==> src/rtl/mcu_mem_bridge.sv <==
// mcu_mem_bridge: memory-side slave of the MCU bus.
// Decodes each request to on-chip RAM, OTP or unmapped space.
// Sequences the macro strobes and returns a one-cycle mem_ack.
// The output registers (ram_a/ram_d/otp_a) double as the latched request copies.
module mcu_mem_bridge #(
  parameter int          RAM_AW    = 11,
  parameter logic [15:0] OTP_BASE  = 16'h8000,
  parameter logic [7:0]  UNMAP_DAT = 8'hFF
) (
  input  logic              clk,
  input  logic              srst,
  input  logic              mem_r,
  input  logic              mem_w,
  input  logic [15:0]       mem_addr,
  input  logic [7:0]        mem_wdat,
  output logic [7:0]        mem_rdat,
  output logic              mem_ack,
  output logic              ram_ce,
  output logic              ram_we,
  output logic [RAM_AW-1:0] ram_a,
  output logic [7:0]        ram_d,
  input  logic [7:0]        ram_q,
  output logic              otp_ce,
  output logic [15:0]       otp_a,
  input  logic [7:0]        otp_q,
  input  logic [3:0]        otp_wait,
  output logic              err_wp,
  input  logic              err_clr
);

  typedef enum logic [2:0] {IDLE, RAM, OTP, ACK, HOLD} state_t;

  state_t     state;
  logic [3:0] wait_cnt;
  logic       req;
  logic       is_wr;
  logic       hit_ram;
  logic       hit_otp;
  logic       err_set;

  // Request decode. A simultaneous read+write is served as a write.
  always_comb begin
    req     = mem_r | mem_w;
    is_wr   = mem_w;
    hit_ram = (mem_addr >> RAM_AW) == 16'd0;
    hit_otp = mem_addr >= OTP_BASE;
    err_set = (state == IDLE) && req &&
              ((mem_r && mem_w) || (is_wr && !hit_ram));
  end

  // Main sequencer. The state, strobes, ack and read data are all registered here.
  always_ff @(posedge clk) begin
    if (srst) begin
      state    <= IDLE;
      wait_cnt <= 4'd0;
      mem_rdat <= 8'd0;
      mem_ack  <= 1'b0;
      ram_ce   <= 1'b0;
      ram_we   <= 1'b0;
      ram_a    <= '0;
      ram_d    <= 8'd0;
      otp_ce   <= 1'b0;
      otp_a    <= 16'd0;
    end else begin
      mem_ack <= 1'b0;
      ram_ce  <= 1'b0;
      ram_we  <= 1'b0;
      case (state)
        IDLE: begin
          if (req) begin
            if (hit_ram) begin
              state  <= RAM;
              ram_ce <= 1'b1;
              ram_we <= is_wr;
              ram_a  <= mem_addr[RAM_AW-1:0];
              ram_d  <= mem_wdat;
            end else if (hit_otp && !is_wr) begin
              state    <= OTP;
              otp_ce   <= 1'b1;
              otp_a    <= mem_addr - OTP_BASE;
              wait_cnt <= otp_wait;
            end else begin
              if (!is_wr) begin
                mem_rdat <= UNMAP_DAT;
              end
              state   <= ACK;
              mem_ack <= 1'b1;
            end
          end
        end
        RAM: begin
          if (!ram_we) begin
            mem_rdat <= ram_q;
          end
          state   <= ACK;
          mem_ack <= 1'b1;
        end
        OTP: begin
          if (wait_cnt == 4'd0) begin
            otp_ce   <= 1'b0;
            mem_rdat <= otp_q;
            state    <= ACK;
            mem_ack  <= 1'b1;
          end else begin
            wait_cnt <= wait_cnt - 4'd1;
          end
        end
        ACK:     state <= HOLD;
        HOLD:    state <= IDLE;
        default: state <= IDLE;
      endcase
    end
  end

  // Sticky write-protect error flag. A new error wins over a clear in the same cycle.
  always_ff @(posedge clk) begin
    if (srst) begin
      err_wp <= 1'b0;
    end else if (err_set) begin
      err_wp <= 1'b1;
    end else if (err_clr) begin
      err_wp <= 1'b0;
    end
  end

endmodule

==> config.mk <==
export PLATFORM = sky130hd
export DESIGN_NAME = mcu_mem_bridge
export DESIGN_NICKNAME = d
export VERILOG_FILES = /design/src/rtl/mcu_mem_bridge.sv
export SDC_FILE = /design/constraint.sdc
export NUM_CORES = 1
export LEC_CHECK = 0
export BUFFER_PORTS_ARGS = -buffer_cell sky130_fd_sc_hd__buf_4
export CAP_MARGIN = 20
export CORE_AREA = 2 2 84 86
export DETAILED_ROUTE_END_ITERATION = 10
export DIE_AREA = 0 0 86 88
export PLACE_DENSITY = 0.69
export SLEW_MARGIN = 20
export SYNTH_ARGS = -nofsm -noshare
export SYNTH_HDL_FRONTEND = slang
export SYNTH_SLANG_ARGS = --single-unit
==> constraint.sdc <==
create_clock -name clk -period 2.1 [get_ports clk]
set_clock_uncertainty 0.15 [all_clocks]
set_input_delay 0.42 -clock clk [delete_from_list [all_inputs] [get_ports clk]]
set_output_delay 0.42 -clock clk [all_outputs]
set_load 0.01 [all_outputs]
# Word-level counts from Yosys, hierarchy flattened
# Index checks and enable logic that the tools add are counted.
[totals] reg_bits=55 input_bits=49 output_inout_bits=48 elab_cells=81
[op_classes] n_addsub=2 magnitude_cmp=1 n_eq_ne=11 muxes=30 bitwise_logic=4 n_reduce_logical=22
[ops] operator="$mux 8" count=6
[ops] operator="$pmux 8 s3" count=1
[ops] operator="$ge 16x16->1 const B" count=1
[ops] operator="$logic_not 16->1" count=1
[ops] operator="$mux 4" count=4
[ops] operator="$sub 16x16->16 const B" count=1
[ops] operator="$ne 2x2->1 const B" count=7
[ops] operator="$mux 1" count=12
[ops] operator="$pmux 3 s4" count=1
[ops] operator="$reduce_and 5->1" count=2
[ops] operator="$pmux 4 s2" count=1
[ops] operator="$reduce_and 7->1" count=1
[ops] operator="$eq 3x2->1 const B" count=2
[ops] operator="$mux 3" count=2
[ops] operator="$logic_and 1x1->1" count=5
[ops] operator="$logic_not 4->1" count=1
[ops] operator="$reduce_and 4->1" count=1
[ops] operator="$reduce_bool 2->1" count=2
[ops] operator="$reduce_or 4->1" count=1
[ops] operator="$sub 4x1->4 const B" count=1
[ops] operator="$eq 3x1->1 const B" count=1
[ops] operator="$logic_not 3->1" count=1
[ops] operator="$not 1->1" count=3
[ops] operator="$pmux 1 s3" count=1
[ops] operator="10 further kinds" count=11

# Logic depth before layout (Yosys ltp)
# Gate-level depths: netlist of run 1.
[depth] ltp_word=6 mapped_depth=7 depth_no_buf=6

# Worst setup path before layout of run 1
# OpenSTA, ideal clock, no wires.
[synth_timing] path_type="in2reg" from="input mem_addr[12]" to="register ram_a[10]" setup_time_ns=0.128 arrival_ns=1.755 t_required_ns=1.822 setup_slack_ns=0.068 path_stages=5 n_path_buf=1 path_cell_list="or4_4 -> nor4_4 -> buf_6 -> mux2i_1 -> nor2_1"
[synth_via] elab_chain_cells=2
[synth_lines] item="start, declared" line="14" text="input logic [15:0] mem_addr,"
[synth_lines] item="$logic_not 16->1" line="45" text="hit_ram = (mem_addr >> RAM_AW) == 16'd0;"
[synth_lines] item="$reduce_and 3->1 (no source line)"
[synth_lines] item="end signal, assigned" line="75" text="ram_a <= mem_addr[RAM_AW-1:0];"
[synth_lines] item="end, declared" line="20" text="output logic [RAM_AW-1:0] ram_a,"
# Every way passes these cells.
# A chain may end at the register's enable or synchronous reset.

# Final worst setup path of run 1
[layout_timing] from="register state[2]" to="register ram_a[7]"
[layout_via] elab_chain_cells=2
[layout_lines] item="start, declared" line="33" text="state_t state;"
[layout_lines] item="start signal, assigned" line="54" text="state <= IDLE;"
[layout_lines] item="start signal, assigned" line="72" text="state <= RAM;"
[layout_lines] item="start signal, assigned" line="78" text="state <= OTP;"
[layout_lines] item="$logic_not 3->1" line="68" text="case (state)"
[layout_lines] item="$reduce_and 3->1 (no source line)"
# Every way passes these cells.

==> out/results.txt, run 1 <==
Drt first pass iters: 4
Final slew viol count: 0
Crit path buf inv count: 1
Crit Path Max Fanout: 21
Crit path DAT: 2.01 ns
Antenna violations before repair: 0
GPL Wtd Cong: 0.7746
Area leader, netlist: dfxtp_1
Seq cells post-synth: 55
HPWL after DPL: 4412 um
GRT Resource Usage Total: 0.1590
TritonCTS clock tree: yes
Routed wire length: 6007 um
# IOs: 97
Initial drt markers: 45
Primary FF master, synth: dfxtp_1
Grt ovf: 0
Part of the cycle the worst path needs: 0.9303
Clock network fraction of total power: 0.246
Final Util: 0.4902
Worst slew pin tran: 0.5406 ns
First-pass GRT wire length: 9570 um
Overall Power: 2458 uW
Share of layout cells above drive strength 1: 0.3624
Post-CTS setup buffers: 0
Critical Path RT: 2.15 ns
Antenna-violating nets left: 0
Hold Path Class: input port to flop
Area grow syn2layout: 43.73%
RR Startpoint: state[2]
Count of different cell masters after synthesis: 42
Drt drc: 0
Vias in the first global route: 2022
Top cell type's share of synthesized area: 0.4859
Root buf cell: clkbuf_8
Pwr dens: 754.6 nW/um^2
Routed length per instance: 13.78 um
Final Hold Fails: 0
Critical Path End Type: flop
Worst rel slew slack: 0.6365
Sw frac: 0.3009
WHS Path Cells: 3
Die Ht: 88 um
Syn Std Cell Area: 2266 sq um
Sequential share of power: 0.482
Peak supply drop: 379.5 uV
Tmin final: 1.954 ns
H-tree levels: 2
Die area: 7568 sq um
Setup CP Type: flop to flop
Setup TNS Final: 0 ns
Ys async rst share: 0
FILL cells: 649
Crit path launch type: flop
Via density: 4.833
CTS Sinks: 55
Max_cap viols: 0
Outcome: finished, final reports clean
Total CTS buffers: 5
Final nets: 405
F_max: 511.9 MHz
Hold Crit Endpoint: ram_d[6]
Max incr delay on CP: 0.54 ns
EDFF count, synth: 0
Port Buffer Count: 96
Mapped Cells: 250
Critical-path top delay cell: or3_1
Post-Syn Nets: 300
R2R Path End: ram_a[7]
Psw: 739.5 uW
Synthesis Warnings: 0
Quantity of gates resized following cts: 0
Final setup viols: 0
CORE AREA: 6644 sq um
Synth Area per Inst: 9.064 sq um
Crit-path cells: or3_1, nor4_4, buf_12, mux2i_1, nor2_1
Sequential area share after synthesis: 0.4859
Hold slack: 0.1887 ns
Top post-synthesis cells by area: dfxtp_1 (49%), mux2i_1 (8.4%), a21oi_1 (6.6%), nand2_1 (5.8%), nor2_1 (4.1%)
Leak pwr: 0.001354 uW
Initial core utilization: 0.3411
R2R Setup Slk: 0.15 ns
R2r worst-path depth: 5
Combinational fraction of design power: 0.272
Top delay family on crit path: simple AND/OR/NAND/NOR gates
CTS hold repair buffers: 0
Clk_lat worst skew: 0.31 ns
Ant diodes: 0
Pin count of the biggest net entering global routing: 27
Hold wc startpoint: mem_wdat[6]
Clk slew on worst S/H paths: 0.10 ns
Row count: 30
CTS Buffer Depth: 2
Internal power: 1718 uW
Via count: 2107
Die width: 86 um
cell families (layout without fill, tap and decap cells):
kind of cell	Yosys count	after routing	synth area share
flip-flops	55	55	0.4859
AND/OR/NAND/NOR	87	87	0.1866
buffers and inverters	20	126	0.04362
adder cells (fa/ha/maj)	1	1	0.005521
multiplexers	19	19	0.08393
AO/OA/AOI/OAI	68	68	0.1944
cell usage after synthesis, types with 3 or more instances:
cell type / n
nor3b_1: 3
a22oi_1: 7
a21oi_1: 30
o21ai_0: 8
o21a_1: 8
dfxtp_1: 55
mux2i_1: 19
inv_1: 5
nor2b_1: 5
nor2_1: 25
clkbuf_1: 8
buf_2: 4
nand2_1: 35
cell usage in the layout (no fill, tap or decap), types with 2 or more instances in the layout:
cell type / n
a21oi_1: 30
a22oi_1: 7
nor2b_1: 5
nand2b_1: 2
and3_1: 2
nor3b_1: 3
o21ai_0: 8
nor3_1: 2
buf_4: 111
buf_12: 2
dfxtp_1: 55
nand2_1: 35
o21a_1: 8
clkbuf_8: 5
nand3_1: 2
or3b_2: 2
mux2i_1: 19
and2_1: 2
inv_1: 5
inv_6: 2
nor2_1: 25
o22ai_1: 2
power groups by stage:
stage | sequential, uW | combinational, uW | clock [uW]
floorplan | 1220 | 332 | 0
CTS | 1190 | 669 | 619
global route | 1200 | 737 | 653
detailed placement | 1210 | 665 | 0
global placement | 1210 | 657 | 0
finish | 1180 | 670 | 604
stage by stage:
stage                     setup WS (ns)  cell area (sq um)  instances
after detailed placement        -0.1135               3159        428
final                            0.1464               3257        436
after floorplan                 0.06792               2266        250
after CTS                        0.1159               3251        436
after global placement         -0.06064               3159        428
after global routing          -0.005367               3257        436
worst max path at each step:
| stage | from | endpoint | slack, ns | cells past startpoint |
|---|---|---|---|---|
| finish | state[2] | ram_a[7] | 0.15 | 5 |
| global route | state[2] | ram_a[5] | -0.005 | 5 |
| CTS | wait_cnt[0] | wait_cnt[3] | 0.12 | 6 |
| detailed placement | mem_addr[12] | ram_a[7] | -0.11 | 6 |
| global placement | mem_addr[12] | ram_a[4] | -0.06 | 6 |
| floorplan | mem_addr[12] | ram_a[10] | 0.07 | 5 |
flip-flops by register name, summed over array words and instances (netlist names):
name      flops
ram_a        11
ram_ce        1
ram_d         8
state         3
wait_cnt      4
ram_we        1
mem_rdat      8
otp_ce        1
mem_ack       1
err_wp        1
otp_a        16
area by class of cell:
cell class / count / area [sq um] / area share
Clock buffer: 5 / 68.82 / 0.02113
Clock inverter: 3 / 22.52 / 0.006915
Inverter: 5 / 18.77 / 0.005763
Multi-Input combinational cell: 175 / 1072 / 0.3292
Sequential cell: 55 / 1101 / 0.3381
Tap cell: 80 / 100.1 / 0.03073
Timing Repair Buffer: 113 / 873.3 / 0.2682
metal layers:
metal / up-vias / share of wire / global-route usage
met5: - / 0 / 0
met2: 55 / 0.49 / 0.2777
li1: 1084 / - / -
met3: 5 / 0.061 / 0.04147
met1: 963 / 0.44 / 0.1976
met4: 0 / 0.0073 / 0.03463
tightest hold or removal path, cell delays in order:
cell,delay [ns]
buf_4,0.08
mux2i_1,0.05
nor2_1,0.07
Note: power is estimated with default switching activity, not from simulation.
==> run 2, diff against run 1 <==
--- a/config.mk
+++ b/config.mk
@@ -5,12 +5,13 @@
 export SDC_FILE = /design/constraint.sdc
 export NUM_CORES = 1
 export LEC_CHECK = 0
+export ABC_AREA = 1
 export BUFFER_PORTS_ARGS = -buffer_cell sky130_fd_sc_hd__buf_4
 export CAP_MARGIN = 20
-export CORE_AREA = 2 2 84 86
+export CORE_AREA = 2 2 88 90
 export DETAILED_ROUTE_END_ITERATION = 10
-export DIE_AREA = 0 0 86 88
-export PLACE_DENSITY = 0.69
+export DIE_AREA = 0 0 90 92
+export PLACE_DENSITY = 0.67
 export SLEW_MARGIN = 20
 export SYNTH_ARGS = -nofsm -noshare
 export SYNTH_HDL_FRONTEND = slang
==> out/results.txt, run 2 <==
Outcome: finished, final reports clean
Simple-gate share of the synthesized area: 0.3219
Area leader, netlist: dfxtp_1
Critical Path End Type: flop
Quantity of gates resized following cts: 0
Xor-xnor portion of the synthesized cell area: 0
Antenna-violating nets left: 0
TritonCTS clock tree: yes
Grt ovf: 0
HPWL after DPL: 4780 um
Syn Std Cell Area: 2476 sq um
Top cell type's share of synthesized area: 0.4447
RSZ-0062 raised after global routing: false
Main combinational cell family by area after synthesis: simple AND/OR/NAND/NOR gates
Area grow syn2layout: 36.08%
Ant diodes: 0
Sequential area share after synthesis: 0.4447
Most frequent cells in the layout: buf_4 (101), nand2_1 (64), dfxtp_1 (55)
First-pass GRT wire length: 10420 um
Routed length per instance: 11.94 um
Row count: 32
CTS Sinks: 55
Tmin final: 1.917 ns
Finished Layout Cells: 534
Drt drc: 0
F_max: 521.7 MHz
Seq cells post-synth: 55
Post-Syn Nets: 387
EDFF count, synth: 0
Root buf cell: clkbuf_8
Hold Path Class: input port to flop
Die area: 8280 sq um
Synthesis Warnings: 0
Port Buffer Count: 96
Drt first pass iters: 4
Final slew viol count: 0
Design area: 3369 sq um
Registers with the most flip-flops: otp_a (16), ram_a (11)
Critical Path RT: 2.13 ns
Critical-path top delay cell: dfxtp_1
Compound-gate portion of the synthesized area: 0.1390
Ys async rst share: 0
Mux share of post-synthesis cell area: 0
Max_cap viols: 0
Worst rel slew slack: 0.5765
Placed cells: 526
Initial drt markers: 93
Setup TNS Final: 0 ns
Via count: 2415
Crit path top cell by count: nor2_4
Crit path buf inv count: 0
Commonest non-fill, non-tap cell in the layout: buf_4
Share of layout cells above drive strength 1: 0.3102
Setup CP Type: flop to flop
Most frequent cell after synthesis: nand2_1
Initial core utilization: 0.3325
CTS Buffer Depth: 2
H-tree levels: 2
Synth Area per Inst: 7.348 sq um
Pin count of the biggest net entering global routing: 41
Most flops, register: otp_a
Crit path launch type: flop
Pwr dens: 1027 nW/um^2
Leak pwr: 0.001543 uW
Clk slew on worst S/H paths: 0.10 ns
Mapped Cells: 337
Total CTS buffers: 5
Placed Area: 3282 sq um
Crit Path Max Fanout: 40
Clk_lat worst skew: 0.31 ns
Adder-cell area share of the yosys netlist: 0.005053
Worst slew pin tran: 0.6330 ns
FILL cells: 777
Crit path DAT: 1.95 ns
Overall Power: 3459 uW
CTS hold repair buffers: 0
Top delay family on crit path: simple AND/OR/NAND/NOR gates
Primary FF master, synth: dfxtp_1
Post-CTS setup buffers: 0
Die Ht: 92 um
Peak supply drop: 421.5 uV
Crit-path cells: nor2_4, nand2_4, nor2_4, nand2_2, o21ai_0, a21oi_1
Final Hold Fails: 0
Part of the cycle the worst path needs: 0.9128
Die width: 90 um
Count of different cell masters after synthesis: 30
Post-synth top cells: nand2_1 (64), dfxtp_1 (55), nor2_1 (41)
# IOs: 97
GPL Wtd Cong: 0.8242
Flip-flop count of the largest register after layout: 16
Top post-synthesis cells by area: dfxtp_1 (44%), nand2_1 (9.7%), a21oi_1 (8.1%), nand3_1 (6.3%), nor2_1 (6.2%)
CORE AREA: 7447 sq um
GRT Resource Usage Total: 0.1538
Antenna violations before repair: 0
Vias in the first global route: 2237
Final setup viols: 0
Max incr delay on CP: 0.39 ns
Routed wire length: 6375 um
Via density: 4.522
Final nets: 481
==> run 2: changes by cell type after synthesis, sizes merged, moves of 4 or more <==
cell    previous run  this run
inv                5        37
mux2i             19         0
a21oi             30        40
nand2             35        74
o21a               8         0
nand3              2        34
nor2b              5         0
nor2              26        49
a22oi              7         0
clkbuf             8         4
o21ai              9        26
==> run 2: power breakdown <==
part | internal [uW] | total (uW) | switching [uW]
Sequential | 1200 | 1310 | 108
Combinational | 614 | 1550 | 932
Clock | 236 | 600 | 364
==> run 2: layout make-up <==
| class | instances | area [sq um] | share of cell area |
|---|---|---|---|
| clock buffer | 5 | 68.82 | 0.02042 |
| clock inverter | 3 | 18.77 | 0.005570 |
| inverter | 37 | 141.4 | 0.04196 |
| multi-input combinational | 231 | 1154 | 0.3424 |
| sequential | 55 | 1101 | 0.3268 |
| tap | 102 | 127.6 | 0.03788 |
| timing repair buffer | 101 | 758.2 | 0.2250 |
==> run 2: tightest hold or removal path, delay by kind of cell <==
kind                   cells  cell delay [ns]
AOI/OAI and AO/OA          1             0.06
and+or+nand+nor            1             0.04
buffers and inverters      2             0.11
==> run 2: kinds of logic after synthesis <==
| group | count (synthesis) |
|---|---|
| flops | 55 |
| simple gates | 162 |
| buf+inv | 51 |
| fa+ha+maj | 1 |
| compound gates | 68 |
==> run 2: layer usage <==
metal / up-vias / routed length, um / GRT usage
met5: - / 0 / 0
met4: 0 / 117 / 0.06282
met3: 6 / 246 / 0.03451
met2: 59 / 3155 / 0.2638
met1: 1082 / 2856 / 0.1868
li1: 1268 / - / -
==> run 2: final timing paths <==
check	startpoint	endpoint	slack, ns	cells past startpoint
hold reg to reg	ram_d[2]	ram_d[2]	0.30	2
setup / recovery	state[2]	ram_d[4]	0.18	6
hold / removal	err_clr	err_wp	0.21	4
setup reg to reg	state[2]	ram_d[4]	0.18	6
==> run 2: through the flow <==
stage	utilization	setup slack, ns	hold slack (ns)
floorplan	-	0.5812	0.2953
global placement	0.4407	0.09091	0.2854
detailed placement	0.4407	-0.01619	0.2879
CTS	0.4525	0.1771	0.2044
global route	0.4525	0.002974	0.2169
finish	0.4525	0.1832	0.2089
==> run 3, diff against run 2 <==
==> constraint.sdc (replaced) <==
create_clock -name clk -period 2.1 [get_ports clk]
set_clock_uncertainty 0.15 [all_clocks]
set_input_delay 0.105 -clock clk [delete_from_list [all_inputs] [get_ports clk]]
set_output_delay 0.105 -clock clk [all_outputs]
set_load 0.01 [all_outputs]
==> out/results.txt, run 3 (synthesis gave the netlist of run 2 again) <==
Most frequent cells in the layout: buf_4 (98), nand2_1 (64), dfxtp_1 (55)
RSZ-0062 raised after global routing: false
H-tree levels: 2
Die width: 90 um
Via density: 4.514
RR Startpoint: wait_cnt[0]
Setup crit end: mem_rdat[1]
Final slew viol count: 0
Worst rel slew slack: 0.7444
GRT Resource Usage Total: 0.1588
Grt ovf: 0
Pwr dens: 960.1 nW/um^2
Die Ht: 92 um
Critical Path RT: 2.17 ns
Crit path buf inv count: 1
Final setup viols: 0
Row count: 32
Crit Path Max Fanout: 9
CORE AREA: 7447 sq um
Most flops, register: otp_a
Setup CP Type: flop to flop
Routed wire length: 6638 um
Area grow syn2layout: 46.18%
Max incr delay on CP: 0.35 ns
Worst setup path start: wait_cnt[0]
Total CTS buffers: 5
GPL Wtd Cong: 0.7986
Initial core utilization: 0.3325
Antenna-violating nets left: 0
Clk slew on worst S/H paths: 0.10 ns
Pin count of the biggest net entering global routing: 41
R2R Setup Slk: 0.29 ns
R2R Path End: mem_rdat[1]
Port Buffer Count: 96
Ant diodes: 0
Commonest non-fill, non-tap cell in the layout: buf_4
Routed length per instance: 11.90 um
Registers with the most flip-flops: otp_a (16), ram_a (11)
Crit-path cells: inv_1, ha_1, nand2_1, nor2_1, nor2_1, nor2_2, nand3_1, nand2_1, nor2_1
Post-CTS setup buffers: 0
F_max: 551.1 MHz
CTS Sinks: 55
HPWL after DPL: 4645 um
Vias in the first global route: 2355
Setup TNS Final: 0 ns
Share of layout cells above drive strength 1: 0.2851
Via count: 2519
Crit path launch type: flop
Outcome: finished, final reports clean
Clk_lat worst skew: 0.31 ns
Drt first pass iters: 4
Initial drt markers: 94
Antenna violations before repair: 0
Critical-path top delay cell: nor2_2
Flip-flop count of the largest register after layout: 16
Critical Path End Type: flop
Crit path top cell by count: nor2_1
CTS Buffer Depth: 2
Placed cells: 523
First-pass GRT wire length: 10840 um
# IOs: 97
Part of the cycle the worst path needs: 0.8641
Final nets: 505
Peak supply drop: 432.9 uV
Root buf cell: clkbuf_8
Tmin final: 1.815 ns
Die area: 8280 sq um
Max_cap viols: 0
R2r worst-path depth: 9
Crit path DAT: 1.88 ns
Worst slew pin tran: 0.3830 ns
Leak pwr: 0.001639 uW
TritonCTS clock tree: yes
Drt drc: 0
Finished Layout Cells: 558
Hold Path Class: input port to flop
WP depth: 9
Final Hold Fails: 0
Top delay family on crit path: simple AND/OR/NAND/NOR gates
-- run 3: worst register-to-register path: stages (launching register included) --
cell and delay [ns]:
dfxtp_1 0.32, inv_1 0.09, ha_1 0.19, nand2_1 0.07
nor2_1 0.17, nor2_1 0.13, nor2_2 0.35, nand3_1 0.13
nand2_1 0.08, nor2_1 0.04
-- run 3: power by group --
group / internal, uW / switching [uW] / total [uW]
sequential: 1200 / 109 / 1310
combinational: 634 / 949 / 1580
clock: 234 / 345 / 579
total: 2070 / 1400 / 3480
-- run 3: cell type report --
type,instances,area [sq um]
flip-flops and latches,55,1101
inverters,37,141.4
clock inverters,2,12.51
repair buffers,125,1006
fillers,759,3827
multi-input cells,231,1159
well taps,102,127.6
clock buffers,6,72.57
-- run 3: worst min-delay path by stage --
stage / start / endpoint / slack (ns) / depth (start not counted)
CTS: mem_r / otp_a[9] / 0.02 / 3
finish: otp_wait[0] / wait_cnt[0] / 0.02 / 5
detailed placement: err_clr / err_wp / 0.22 / 4
global placement: err_clr / err_wp / 0.21 / 4
floorplan: srst / mem_ack / 0.02 / 1
global route: mem_r / otp_a[14] / 0.05 / 3
-- run 3: layer usage --
layer / routed length (um) / track usage / part of all wire
met1: 2766 / 0.1865 / 0.42
met2: 3454 / 0.2838 / 0.52
met3: 258 / 0.02958 / 0.039
met4: 158 / 0.06667 / 0.024
met5: 0 / 0 / 0
-- run 3: through the flow --
stage | cell area (sq um) | hold slack (ns) | power [uW] | util | worst slack, ns
global route | 3620 | 0.04686 | 3747 | 0.4861 | 0.04436
floorplan | 2476 | 0.02441 | 2435 | - | 0.6069
detailed placement | 3259 | 0.2187 | 2882 | 0.4377 | 0.2215
finish | 3620 | 0.02488 | 3475 | 0.4861 | 0.2853
CTS | 3615 | 0.01904 | 3502 | 0.4854 | 0.08874
global placement | 3259 | 0.2124 | 2855 | 0.4377 | 0.3061
-- run 3: timing repair --
item / CTS / global route
gates resized for setup: 0 / 1
hold buffers: 27 / 0
endpoints found under the hold margin: 41 / 0
setup endpoints to repair: 0 / 13
